$ cat config.mk
export PLATFORM = sky130hd
export DESIGN_NAME = instruction_filter
export DESIGN_NICKNAME = d
export VERILOG_FILES = /design/src/rtl/cpu_pkg.sv /design/src/rtl/instruction_detector.sv /design/src/rtl/instruction_filter.sv
export SDC_FILE = /design/constraint.sdc
export NUM_CORES = 1
export LEC_CHECK = 0
export CORE_AREA = 10 10 92 94
export DETAILED_ROUTE_END_ITERATION = 8
export DIE_AREA = 0 0 102 104
export GPL_TIMING_DRIVEN = 0
export PLACE_DENSITY_LB_ADDON = 0.08
export SYNTH_ARGS = -nofsm -noshare
export SYNTH_HDL_FRONTEND = slang
export SYNTH_HIERARCHICAL = 1
export SYNTH_SLANG_ARGS = --single-unit
$ cat constraint.sdc
create_clock -name clk -period 2.9 [get_ports clk]
set_input_delay 0.725 -clock clk [delete_from_list [all_inputs] [get_ports clk]]
set_output_delay 0.725 -clock clk [all_outputs]
set_load 0.01 [all_outputs]
$ cat src/rtl/cpu_pkg.sv
// Shared CPU definitions: instruction width, default NOP word, the skid
// buffer state encoding and the opcode/funct values the detector accepts.
package cpu_pkg;

  localparam int INSTR_W = 32;
  localparam logic [INSTR_W-1:0] NOP_WORD_DEFAULT = 32'h0000_0000;

  // Occupancy of the 2-entry skid buffer.
  typedef enum logic [1:0] {
    EMPTY = 2'd0,
    ONE   = 2'd1,
    TWO   = 2'd2
  } skid_state_t;

  // Primary opcodes (instr[31:26]) of the supported MIPS-I integer subset.
  localparam logic [5:0] OP_SPECIAL = 6'h00;
  localparam logic [5:0] OP_J       = 6'h02;
  localparam logic [5:0] OP_JAL     = 6'h03;
  localparam logic [5:0] OP_BEQ     = 6'h04;
  localparam logic [5:0] OP_BNE     = 6'h05;
  localparam logic [5:0] OP_ADDI    = 6'h08;
  localparam logic [5:0] OP_ADDIU   = 6'h09;
  localparam logic [5:0] OP_SLTI    = 6'h0A;
  localparam logic [5:0] OP_SLTIU   = 6'h0B;
  localparam logic [5:0] OP_ANDI    = 6'h0C;
  localparam logic [5:0] OP_ORI     = 6'h0D;
  localparam logic [5:0] OP_XORI    = 6'h0E;
  localparam logic [5:0] OP_LUI     = 6'h0F;
  localparam logic [5:0] OP_LW      = 6'h23;
  localparam logic [5:0] OP_SW      = 6'h2B;

  // SPECIAL funct codes (instr[5:0]) that are supported.
  localparam logic [5:0] FN_SLL  = 6'h00;
  localparam logic [5:0] FN_SRL  = 6'h02;
  localparam logic [5:0] FN_SRA  = 6'h03;
  localparam logic [5:0] FN_JR   = 6'h08;
  localparam logic [5:0] FN_JALR = 6'h09;
  localparam logic [5:0] FN_ADD  = 6'h20;
  localparam logic [5:0] FN_ADDU = 6'h21;
  localparam logic [5:0] FN_SUB  = 6'h22;
  localparam logic [5:0] FN_SUBU = 6'h23;
  localparam logic [5:0] FN_AND  = 6'h24;
  localparam logic [5:0] FN_OR   = 6'h25;
  localparam logic [5:0] FN_XOR  = 6'h26;
  localparam logic [5:0] FN_NOR  = 6'h27;
  localparam logic [5:0] FN_SLT  = 6'h2A;
  localparam logic [5:0] FN_SLTU = 6'h2B;

endpackage

$ cat src/rtl/instruction_detector.sv
// Combinational classifier: flags whether one instruction word belongs to
// the supported MIPS-I integer subset. Only opcode and funct fields matter.
module instruction_detector
  import cpu_pkg::*;
(
  input  logic [5:0] i_opcode,
  input  logic [5:0] i_funct,
  output logic       o_supported
);

  // Decode opcode, and funct for SPECIAL, against the supported list.
  always_comb begin
    // NOTE: default assignment up front so every path drives the output and no latch is inferred.
    o_supported = 1'b0;
    case (i_opcode)
      OP_SPECIAL: begin
        case (i_funct)
          FN_SLL, FN_SRL, FN_SRA, FN_JR, FN_JALR,
          FN_ADD, FN_ADDU, FN_SUB, FN_SUBU,
          FN_AND, FN_OR, FN_XOR, FN_NOR, FN_SLT, FN_SLTU: o_supported = 1'b1;
          default:                                         o_supported = 1'b0;
        endcase
      end
      OP_J, OP_JAL, OP_BEQ, OP_BNE, OP_ADDI, OP_ADDIU, OP_SLTI, OP_SLTIU,
      OP_ANDI, OP_ORI, OP_XORI, OP_LUI, OP_LW, OP_SW: o_supported = 1'b1;
      default:                                        o_supported = 1'b0;
    endcase
  end

endmodule

$ cat src/rtl/instruction_filter.sv
// Instruction filter: replaces unsupported instruction lanes with NOP_WORD,
// flags them on out_illegal and buffers beats in a 2-entry skid buffer with
// fully registered handshake outputs.
// Optional feature: define INSTRUCTION_FILTER_COUNT_EN to build the
// saturating squash counter; otherwise squash_count is tied to zero.
module instruction_filter
  import cpu_pkg::*;
#(
  parameter int                 LANES    = 1,
  parameter logic [INSTR_W-1:0] NOP_WORD = NOP_WORD_DEFAULT,
  parameter int                 CNT_W    = 16
) (
  input  logic                     clk,
  input  logic                     reset,
  input  logic                     flush,
  input  logic                     in_valid,
  output logic                     in_ready,
  input  logic [INSTR_W*LANES-1:0] in_instr,
  output logic                     out_valid,
  input  logic                     out_ready,
  output logic [INSTR_W*LANES-1:0] out_instr,
  output logic [LANES-1:0]         out_illegal,
  output logic [CNT_W-1:0]         squash_count
);

  logic [LANES-1:0]         w_supported;
  logic [INSTR_W*LANES-1:0] w_filt_instr;
  logic [LANES-1:0]         w_filt_illegal;
  logic                     w_in_fire;
  logic                     w_out_fire;

  skid_state_t              r_state;
  logic                     r_in_ready;
  logic                     r_out_valid;
  logic [INSTR_W*LANES-1:0] r_head_instr;
  logic [LANES-1:0]         r_head_illegal;
  logic [INSTR_W*LANES-1:0] r_skid_instr;
  logic [LANES-1:0]         r_skid_illegal;

  // One detector per lane; unsupported lanes become NOP_WORD.
  for (genvar g = 0; g < LANES; g++) begin : g_lane
    instruction_detector u_detector (
      .i_opcode    (in_instr[g*INSTR_W+26 +: 6]),
      .i_funct     (in_instr[g*INSTR_W    +: 6]),
      .o_supported (w_supported[g])
    );
    assign w_filt_instr[g*INSTR_W +: INSTR_W] =
      w_supported[g] ? in_instr[g*INSTR_W +: INSTR_W] : NOP_WORD;
    assign w_filt_illegal[g] = ~w_supported[g];
  end

  assign w_in_fire  = in_valid  && r_in_ready;
  assign w_out_fire = r_out_valid && out_ready;

  // Skid FSM with registered in_ready/out_valid and head entry; flush wins.
  always_ff @(posedge clk or negedge reset) begin
    // NOTE: sequential state uses non-blocking assignments so every flop samples pre-edge values.
    if (!reset) begin
      r_state        <= EMPTY;
      r_in_ready     <= 1'b0;
      r_out_valid    <= 1'b0;
      r_head_instr   <= '0;
      r_head_illegal <= '0;
    end else if (flush) begin
      r_state     <= EMPTY;
      r_in_ready  <= 1'b1;
      r_out_valid <= 1'b0;
    end else begin
      case (r_state)
        EMPTY: begin
          r_in_ready <= 1'b1;
          if (w_in_fire) begin
            r_head_instr   <= w_filt_instr;
            r_head_illegal <= w_filt_illegal;
            r_out_valid    <= 1'b1;
            r_state        <= ONE;
          end
        end
        ONE: begin
          if (w_in_fire && w_out_fire) begin
            r_head_instr   <= w_filt_instr;
            r_head_illegal <= w_filt_illegal;
          end else if (w_in_fire) begin
            r_in_ready <= 1'b0;
            r_state    <= TWO;
          end else if (w_out_fire) begin
            r_out_valid <= 1'b0;
            r_state     <= EMPTY;
          end
        end
        TWO: begin
          if (w_out_fire) begin
            r_head_instr   <= r_skid_instr;
            r_head_illegal <= r_skid_illegal;
            r_in_ready     <= 1'b1;
            r_state        <= ONE;
          end
        end
        default: begin
          r_in_ready  <= 1'b1;
          r_out_valid <= 1'b0;
          r_state     <= EMPTY;
        end
      endcase
    end
  end

  // Skid entry captures every accepted beat; it is only read in state TWO.
  always_ff @(posedge clk) begin
    // NOTE: buffer storage is deliberately not reset; state alone decides whether it holds a live beat.
    if (w_in_fire) begin
      r_skid_instr   <= w_filt_instr;
      r_skid_illegal <= w_filt_illegal;
    end
  end

  assign in_ready    = r_in_ready;
  assign out_valid   = r_out_valid;
  assign out_instr   = r_head_instr;
  assign out_illegal = r_head_illegal;

`ifdef INSTRUCTION_FILTER_COUNT_EN
  logic [CNT_W-1:0] r_squash_count;
  logic [2:0]       w_pop;
  logic [CNT_W:0]   w_sum;

  // Population count of unsupported lanes in the offered beat.
  always_comb begin
    w_pop = '0;
    for (int l = 0; l < LANES; l++) begin
      w_pop = w_pop + {2'b00, w_filt_illegal[l]};
    end
  end

  assign w_sum = {1'b0, r_squash_count} + {{(CNT_W-2){1'b0}}, w_pop};

  // Saturating squash counter, advanced on every input transfer (even flushed ones).
  always_ff @(posedge clk or negedge reset) begin
    if (!reset) begin
      r_squash_count <= '0;
    end else if (w_in_fire) begin
      r_squash_count <= w_sum[CNT_W] ? {CNT_W{1'b1}} : w_sum[CNT_W-1:0];
    end
  end

  assign squash_count = r_squash_count;
`else
  assign squash_count = '0;
`endif

endmodule

# After elaboration in Yosys (flattened, before gate mapping)
# Memories as Yosys holds them, arrays and structs flattened.
# Cells that the tools add are included.
totals:
  ff_bits: 70
  mem_bits_ro: 64
  inputBits: 37
  output_inout_bits: 51
  wordCells: 76
  memories: 1
memory_table:
  columns: ["name", "depth", "word_bits", "read_ports", "rd_clocked_by_memory_dff", "wr", "line", "rtl"]
  rows:
  - ["(name not given)", 64, 1, 1, 0, 0, "instruction_detector.sv:17", "case (i_funct)"]
op_classes:
  eq_ne: 27
  n_mux: 28
  bitwise_logic: 2
  n_reduce_logical: 11
ops:
  columns: ["cell", "n"]
  rows:
  - ["$mux 32", 4]
  - ["$pmux 32 s3", 1]
  - ["$eq 6x4->1 const B", 8]
  - ["$ne 3x3->1 const B", 6]
  - ["$reduce_or 14->1", 1]
  - ["$eq 6x2->1 const B", 2]
  - ["$eq 6x3->1 const B", 2]
  - ["$eq 6x6->1 const B", 2]
  - ["$mux 1", 12]
  - ["$mux 2", 6]
  - ["$reduce_and 5->1", 2]
  - ["$ne 2x2->1 const B", 4]
  - ["$logic_not 6->1", 1]
  - ["$pmux 1 s3", 2]
  - ["$pmux 2 s3", 1]
  - ["$ne 4x4->1 const B", 1]
  - ["$pmux 1 s2", 2]
  - ["$reduce_and 4->1", 1]
  - ["$logic_and 1x1->1", 3]
  - ["$reduce_and 3->1", 1]
  - ["$reduce_bool 3->1", 1]
  - ["$eq 2x1->1 const B", 1]
  - ["$eq 2x2->1 const B", 1]
  - ["$logic_not 2->1", 1]
  - ["$not 1->1", 2]

# Logic depth before layout (Yosys ltp)
# Gate-level depths: netlist of the first run.
logic_depth:
  word_depth: 6
  ltp_mapped: 8
  mapped_depth_nobuf: 7

# Modules after synthesis
# The synthesis of the first run kept the hierarchy.
modules_own_cells:
  columns: ["mod", "instances", "cells_each", "area_each_um2", "seq_area_each_um2"]
  rows:
  - ["instruction_filter", 1, 259, 3140.5, 1916.8]
  - ["instruction_detector", 1, 14, 82.6, 0.0]

# Least setup slack after synthesis of the first run
# No wires, ideal clock.
synth_timing:
  path_type: "input to register"
  startpoint: "input in_instr[31]"
  endpoint: "register r_head_instr[24], in the netlist out_instr[24]"
  setup_ns: 0.073
  t_arrival_ns: 1.909
  t_required_ns: 2.827
  slack_ns: 0.918
  path_stages: 7
  path_buffers: 1
  path_cell_list: "nor2b_1 > o32a_1 > o22ai_2 > clkbuf_1 > and2_1 > mux2i_1 > a21oi_2"
synth_between:
  elab_chain_cells: 6
  word_cells_on_any_way: 21
  cone_classes: "eq/ne (14); mux (5); reduce/logical (2)"
synth_lines:
  columns: ["item", "line", "rtl"]
  rows:
  - ["start, declared", "instruction_filter.sv:18", "input logic [INSTR_W*LANES-1:0] in_instr,"]
  - ["$eq 6x2->1 (tied with other cells)", "instruction_detector.sv:15", "case (i_opcode)"]
  - ["$reduce_or 14->1", "instruction_detector.sv:15", null]
  - ["$pmux 1 s2 *", "instruction_detector.sv:15", null]
  - ["net w_supported", "instruction_filter.sv:26", "logic [LANES-1:0] w_supported;"]
  - ["$mux 32 *", "instruction_filter.sv:48", "w_supported[g] ? in_instr[g*INSTR_W +: INSTR_W] : NOP_WORD;"]
  - ["net w_filt_instr[24]", "instruction_filter.sv:27", "logic [INSTR_W*LANES-1:0] w_filt_instr;"]
  - ["$mux 32, on equally long branches", "instruction_filter.sv:80, instruction_filter.sv:72", null]
  - ["$pmux 32 s3 *", "instruction_filter.sv:69", "case (r_state)"]
  - ["end signal, assigned", "instruction_filter.sv:73", "r_head_instr <= w_filt_instr;"]
  - ["end signal, assigned", "instruction_filter.sv:81", "r_head_instr <= w_filt_instr;"]
  - ["end signal, assigned", "instruction_filter.sv:93", "r_head_instr <= r_skid_instr;"]
  - ["end, declared", "instruction_filter.sv:35", "logic [INSTR_W*LANES-1:0] r_head_instr;"]
# The timed path passes the listed nets; every way through them passes the cells marked *. The select of a mux whose other input is x is not followed.
# A chain may end at the register's enable or synchronous reset.

# Final worst setup path of the first run
layout_timing:
  startpoint: "input in_instr[27]"
  endpoint: "register r_head_instr[20], in the netlist out_instr[20]"
# Same word-level chain as after synthesis.

==> results of run 1 <==
stage by stage:
| stage | setup WS (ps) | hold WS (ps) | total power (uW) | cells | instance area (sq um) |
|---|---|---|---|---|---|
| after floorplan | 918 | 429 | 1710 | 288 | 3280 |
| after global placement | 7.60 | 496 | 2150 | 439 | 4090 |
| after detailed placement | -17.4 | 504 | 2170 | 440 | 4110 |
| after CTS | 318 | 214 | 3150 | 456 | 4360 |
| after global routing | 287 | 217 | 3290 | 457 | 4390 |
| final | 431 | 227 | 3130 | 457 | 4390 |
registers in the layout (all words and copies together) (netlist names):
register	flops
r_state	2
in_ready	1
out_instr	32
out_valid	1
r_skid_illegal	1
r_skid_instr	32
out_illegal	1
power breakdown:
part	total (uW)	internal [uW]	switching, uW
registers	1330	1230	102
logic	811	453	358
clock network	982	618	364
total	3130	2300	824
layer usage:
| metal | wire, microns | up-vias | GRT usage (%) |
|---|---|---|---|
| met1 | 3180 | 1047 | 16.7 |
| met3 | 506 | 8 | 5.78 |
| li1 | - | 1110 | - |
| met4 | 69 | 0 | 3.02 |
| met2 | 3490 | 56 | 21.8 |
| met5 | 0 | - | 0 |
placed cells by master, fill, tap and decap left out, drive strengths merged:
| master | n |
|---|---|
| a211oi | 1 |
| nor2 | 35 |
| dfrtp | 37 |
| a21oi | 40 |
| nand3 | 2 |
| inv | 4 |
| mux2i | 32 |
| o211ai | 1 |
| nand4b | 1 |
| a21boi | 1 |
| o21ai | 3 |
| or3 | 1 |
| clkinv | 1 |
| nand4bb | 1 |
| buf | 30 |
| nand2 | 4 |
| nand2b | 3 |
| nor2b | 3 |
| nor4 | 1 |
| and2 | 32 |
| clkinvlp | 2 |
| nor3 | 1 |
| o32a | 1 |
| bufinv | 3 |
| xor2 | 1 |
| clkbuf | 14 |
| o22ai | 2 |
| edfxtp | 33 |
| clkdlybuf4s50 | 70 |
| conb | 16 |
| o21bai | 1 |
cell families after synthesis:
family,after synthesis
AOI/OAI and AO/OA,50
xor gates and xnor gates,1
buffers and inverters,35
DFF,70
muxes,32
other,1
and+or+nand+nor,84
final timing paths:
check / startpoint / endpoint / slack [ps] / cells past startpoint
worst max-delay path: in_instr[27] / out_instr[20] / 430 / 8
worst min-delay path: reset / out_instr[1] / 230 / 1
worst max register to register: in_ready / r_skid_instr[31] / 1300 / 3
worst min register to register: out_instr[22] / out_instr[22] / 520 / 2
max in group asynchronous: reset / out_instr[13] / 2250 / 2
min in group clk: out_instr[22] / out_instr[22] / 520 / 2
cell type report:
class | count | area (sq um)
Fill cell | 556 | 2290
Sequential cell | 70 | 1920
Multi-Input combinational cell | 183 | 1130
Timing Repair Buffer | 73 | 753
Buffer | 30 | 213
Clock buffer | 11 | 151
Clock inverter | 5 | 105
Tap cell | 80 | 100
Inverter | 5 | 18.8
==> impl_metrics.ini, run 1 <==
[run_status]
status = complete, no violations

[finish]
nets = 409
area_delta_synth_final_pct = 36.2
post-route-util_pct = 65.7
drive_gt1_share_pct = 14.9
diodes = 0

[yosys]
synth_compound_area_share_pct = 9.63
yosys.area.top_type = edfxtp_1
synth_top_family_by_area = simple AND/OR/NAND/NOR gates
syn_inst = 273
synth_area_sq_um = 3220
post_synth_fa_ha_maj_area_fraction_pct = 0
synthTopCellsByCount = dfrtp_1, nor2_1, a21oi_1, edfxtp_1
synth.most_common_cell = dfrtp_1
yosys_warnings = 6
synth_edf_count = 33
yosysUniqueCellTypes = 31
synth_mux_area_share_pct = 9.94
yosys.area_share.simple_pct = 13.4
ys.flop_type = dfrtp_1
synth.area.top_cells = edfxtp_1, dfrtp_1, mux2i_1
ys_seq_area_share_pct = 59.5
synth_top_area_share_pct = 30.7
ys_ff_latch = 70
synth_area_per_cell_sq_um = 11.8
synth-async-reset-ratio_pct = 52.9
synth_xor_area_share_pct = 0.272

[critical_path]
crit_path_max_incr_delay_ps = 520
critical_path_required_ps = 3180
path_cells = clkdlybuf4s50_1 -> inv_1 -> o32a_1 -> o22ai_2 -> clkbuf_1 -> and2_1 -> mux2i_1 -> a21oi_2
crit_arrival_ps = 2750
path_delay_family = buffers and inverters
crit_type = input port to register
critPathLaunchType = input port
cp_max_fo = 10
worst_path_max_delay_cell = clkdlybuf4s50_1
end_kind = register
crit_buf_inv = 3

[clock_network]
cts-resized-gates = 0
cts.reportedPaths.clkPinSlew_ps = 80
hold_buffers = 0
clockBufferDepth = 2
htreeDepth = 3
clockRootBuffer = clkbuf_8
cts.sinks = 70
cts_setup_buffers = 0
insertion_delay_ps = 340
cts_tree = yes
numCtsBuffers = 9

[global_routing]
grt_max_degree = 35
overflow = 0
grt_pass1_wl_microns = 11700
grt_use_total_pct = 13.7
grt_pass1_vias = 2335
antenna_found_initial = 0

[sta]
maxSlewHeadroom_pct = 66.6
rsz0062_at_grt = no
period_minus_slack_ps = 2470
tightest_slew_ps = 498
finalCritPeriodShare_pct = 85.1
tns_ps = 0
finalHoldViolations = 0
max_freq_ghz = 0.405
fin_skew_ps = 7.62
setup_viol = 0
finalMaxSlewViolations = 0

[detailed_routing]
drc = 0
finalWirelength_microns = 7240
wl_per_cell_microns = 15.8
postRouteAntennaNets = 0
viasPerCell = 4.86
drt-pass1-iter-count = 4
drt_iter0_drc = 71
vias = 2221

[floorplanning]
start_util_pct = 48.2
ios = 88
die_h_microns = 104
fp-row-count = 30
die_x_microns = 102
core_sq_um = 6680
dieArea_sq_um = 10600

[place]
port_buffers = 71
hpwl_microns = 5150
gp_congestion = 0.727

[power_and_ir_drop]
vdd.ir_drop.worst_mv = 0.482
p_leak_uw = 0.00197
pwr_density_cell_nw_per_um2 = 712

[worst_hold_path]
min_path_type = input port to asynchronous set/reset pin

[job]
maxCapViolCount = 0
No activity file was read; power rests on OpenSTA's default activity.
==> run 2: changes to the inputs <==
Settings changed: CTS_BUF_LIST set to sky130_fd_sc_hd__clkbuf_4.
==> run 2 against run 1 <==
  * Sequential share of layout area is 0.77 points higher
  * Global-route usage about the same
  * Via count is 0.14% lower
  * Power down 6.7%
  * Routed wire length down 0.44%
  * Combinational power about the same
  * Critical path type unchanged
  * Critical endpoint is now out_instr[28]
  * Highest routed layer unchanged
==> impl_metrics.ini, run 2 (synthesis gave the netlist of run 1 again) <==
[clock_network]
clockBufferDepth = 2
htreeDepth = 3
hold_buffers = 0
insertion_delay_ps = 410
clockRootBuffer = clkbuf_4
cts.reportedPaths.clkPinSlew_ps = 110
cts-resized-gates = 0
numCtsBuffers = 9
cts_setup_buffers = 0
cts_tree = yes
cts.sinks = 70

[global_routing]
grt_pass1_vias = 2321
grt_pass1_wl_microns = 11700
antenna_found_initial = 0
overflow = 0
grt_max_degree = 35
grt_use_total_pct = 13.7

[sta]
maxSlewHeadroom_pct = 66.9
rsz0062_at_grt = no
period_minus_slack_ps = 2400
tns_ps = 0
finalHoldViolations = 0
setup_viol = 0
max_freq_ghz = 0.417
whs_ps = 157
finalMaxSlewViolations = 0
tightest_slew_ps = 494
fin_skew_ps = 12.3
finalCritPeriodShare_pct = 82.8

[critical_path]
end_kind = register
crit_arrival_ps = 2730
critical_path_required_ps = 3230
crit_type = input port to register
critPathLaunchType = input port
cp_max_fo = 10

[detailed_routing]
postRouteAntennaNets = 0
finalWirelength_microns = 7210
drt_iter0_drc = 79
vias = 2218
viasPerCell = 4.85
drt-pass1-iter-count = 6
drc = 0
wl_per_cell_microns = 15.8

[finish]
nets = 409
final_common_cell = clkdlybuf4s50_1
multi_input_area_sq_um = 1130
area_delta_synth_final_pct = 33.8
diodes = 0
register_area_sq_um = 1920
mostFrequentLayoutCells = clkdlybuf4s50_1, dfrtp_1, nor2_1, a21oi_1, edfxtp_1
drive_gt1_share_pct = 14.3
num-fill-cells = 565
final_cell_area_sq_um = 4310

[job]
maxCapViolCount = 0

[floorplanning]
ios = 88
die_x_microns = 102
fp-row-count = 30
dieArea_sq_um = 10600
start_util_pct = 48.2
core_sq_um = 6680
die_h_microns = 104

[power_and_ir_drop]
pwr_density_cell_nw_per_um2 = 676
p_leak_uw = 0.00194
vdd.ir_drop.worst_mv = 0.422

[place]
gp_congestion = 0.727
port_buffers = 71
dpl_cell_area_sq_um = 4110
hpwl_microns = 5150

[run_status]
status = complete, no violations

[worst_hold_path]
min_path_type = input port to asynchronous set/reset pin
[run 2: changes by cell type in the layout (fill, tap and decap cells not counted)]
| cell | previous run | this run |
|---|---|---|
| clkinv_1 | 1 | 3 |
| clkbuf_4 | 0 | 9 |
| clkbuf_8 | 11 | 0 |
[run 2: power by group]
group	total (uW)	switching (uW)	internal, uW
clock	774	343	431
combinational	811	358	453
sequential	1330	102	1230
total	2920	803	2110
[run 2: worst max-delay path: stages]
cell             delay, ps
clkdlybuf4s50_1        520
inv_1                   70
o32a_1                 350
o22ai_2                280
clkbuf_1               340
and2_1                 230
mux2i_1                 90
a21oi_1                130
[run 2: metal layers]
metal / routed length, microns / GRT usage, % / up-vias / share of wire [%]
met5: 0 / 0 / - / 0
met4: 31 / 3.02 / 0 / 0.43
met3: 527 / 5.78 / 2 / 7.3
met1: 3150 / 16.8 / 1037 / 44
met2: 3500 / 21.8 / 64 / 49
li1: - / - / 1115 / -
[run 2: final cells by class]
class / instances / area share, %
Clock buffer: 9 / 1.57
Tap cell: 80 / 2.32
Inverter: 5 / 0.435
Timing Repair Buffer: 73 / 17.5
Clock inverter: 7 / 2.61
Buffer: 30 / 4.93
Sequential cell: 70 / 44.4
Multi-Input combinational cell: 183 / 26.2
[run 2: metrics by stage]
stage | util, % | instances | setup slack (ps) | total power, uW
6_report | 64.6 | 457 | 500 | 2920
5_1_grt | 64.6 | 457 | 376 | 3080
4_1_cts | 64.1 | 456 | 396 | 2950
3_5_place_dp | 61.4 | 440 | -17.4 | 2170
3_3_place_gp | 61.2 | 439 | 7.60 | 2150
2_1_floorplan | - | 288 | 918 | 1710
[run 2: path summary, 6_finish.rpt]
kind	from	endpoint	slack, ps	cells after the start
max reg2reg	in_ready	r_skid_instr[31]	1300	3
max	in_instr[27]	out_instr[28]	500	8
min	reset	r_state[1]	160	1
max in group asynchronous	reset	out_instr[13]	2320	2
min reg2reg	out_instr[22]	out_instr[22]	530	2
min in group clk	out_instr[22]	out_instr[22]	530	2
==> run 3: changes to the inputs <==
Clock period 2.9 ns to 2.4 ns, I/O delays scaled along.
==> run 3 against run 2 <==
  * Register-to-register slack worse by 500 ps
  * Largest power group unchanged
  * Clock power grew 21%
  * Highest routed layer unchanged
  * Count of clock-buffer cells in the layout unchanged
==> impl_metrics.ini, run 3 (synthesis gave the netlist of run 1 again) <==
[detailed_routing]
viasPerCell = 4.85
wl_per_cell_microns = 15.9
postRouteAntennaNets = 0
finalWirelength_microns = 7270
drt_iter0_drc = 85
drt-pass1-iter-count = 6
vias = 2220
drc = 0

[clock_network]
numCtsBuffers = 9
cts-resized-gates = 0
insertion_delay_ps = 410
cts_setup_buffers = 0
hold_buffers = 0
cts_tree = yes
cts.reportedPaths.clkPinSlew_ps = 120
clockBufferDepth = 2
htreeDepth = 3
clockRootBuffer = clkbuf_4
cts.sinks = 70

[sta]
finalMaxSlewViolations = 0
period_minus_slack_ps = 2270
fin_skew_ps = 12.9
finalCritPeriodShare_pct = 94.7
fin_ws_ps = 127
rsz0062_at_grt = no
tns_ps = 0
max_freq_ghz = 0.440
setup_viol = 0
finalHoldViolations = 0
tightest_slew_ps = 495
maxSlewHeadroom_pct = 66.8

[run_status]
status = complete, no violations

[critical_path]
crit_type = input port to register
end_kind = register
critical_path_required_ps = 2730
crit_arrival_ps = 2610
cp_max_fo = 10
critPathLaunchType = input port

[global_routing]
grt_pass1_wl_microns = 11700
grt_pass1_vias = 2321
grt_busiest_layer = met2
overflow = 0
grt_use_total_pct = 13.7
antenna_found_initial = 0
grt_max_degree = 35
grt_use_met2_pct = 21.8
gr-usage-met1_pct = 16.8
use_met3_pct = 5.78

[finish]
diodes = 0
drive_gt1_share_pct = 14.3
area_delta_synth_final_pct = 34.1
nets = 410
mostFrequentLayoutCells = clkdlybuf4s50_1, dfrtp_1, nor2_1, a21oi_1, edfxtp_1
final_common_cell = clkdlybuf4s50_1
post-route-util_pct = 64.7

[place]
hpwl_microns = 5150
port_buffers = 71
gp_congestion = 0.727
place_ws_ps = -392

[floorplanning]
die_x_microns = 102
start_util_pct = 48.2
fp-row-count = 30
die_h_microns = 104
dieArea_sq_um = 10600
core_sq_um = 6680
ios = 88

[worst_hold_path]
min_path_type = register to register

[power_and_ir_drop]
p_leak_uw = 0.00194
pwr_density_cell_nw_per_um2 = 815
vdd.ir_drop.worst_mv = 0.510

[job]
maxCapViolCount = 0
[run 3: worst max-delay path, cell delays in order]
cell and delay (ps):
clkdlybuf4s50_1 520, inv_1 70, o32a_1 350, o22ai_2 280, clkbuf_1 340, and2_1 230, mux2i_1 90, a21oi_1 130
[run 3: worst paths after layout]
| check | endpoint | slack (ps) | from | cells after the start |
|---|---|---|---|---|
| min in group asynchronous | r_state[1] | 580 | reset | 2 |
| max | out_instr[28] | 130 | in_instr[27] | 8 |
| max in group asynchronous | out_instr[13] | 1400 | reset | 3 |
| min reg2reg | out_instr[22] | 530 | out_instr[22] | 2 |
| min | out_instr[22] | 530 | out_instr[22] | 2 |
| max reg2reg | r_skid_instr[31] | 800 | in_ready | 3 |
[run 3: metrics by stage]
stage          area, sq um  std cells  hold WS [ps]  total power [uW]
3_5_place_dp          4110        440           461              2620
5_1_grt               4320        458           553              3730
6_report              4320        458           526              3530
2_1_floorplan         3280        288           304              2070
4_1_cts               4290        456          5.17              3560
3_3_place_gp          4090        439           496              2600
[run 3: final cells by class]
type | instances | area (sq um)
Fill cell | 563 | 2360
Sequential cell | 70 | 1920
Multi-Input combinational cell | 183 | 1130
Timing Repair Buffer | 74 | 763
Buffer | 30 | 213
Clock inverter | 7 | 113
Tap cell | 80 | 100
Clock buffer | 9 | 67.6
Inverter | 5 | 18.8
[run 3: report_power, final]
part	leakage, uW	internal, uW	switching [uW]	total, uW
logic	0.00109	548	434	982
registers	0.000769	1490	123	1610
clock network	0.0000872	520	415	935
[run 3: routing by layer]
layer | up-vias | share of wire (%) | routed length (microns)
met1 | 1037 | 43 | 3150
met5 | - | 0 | 0
li1 | 1116 | - | -
met4 | 0 | 0.66 | 48
met3 | 4 | 7.4 | 539
met2 | 63 | 49 | 3530
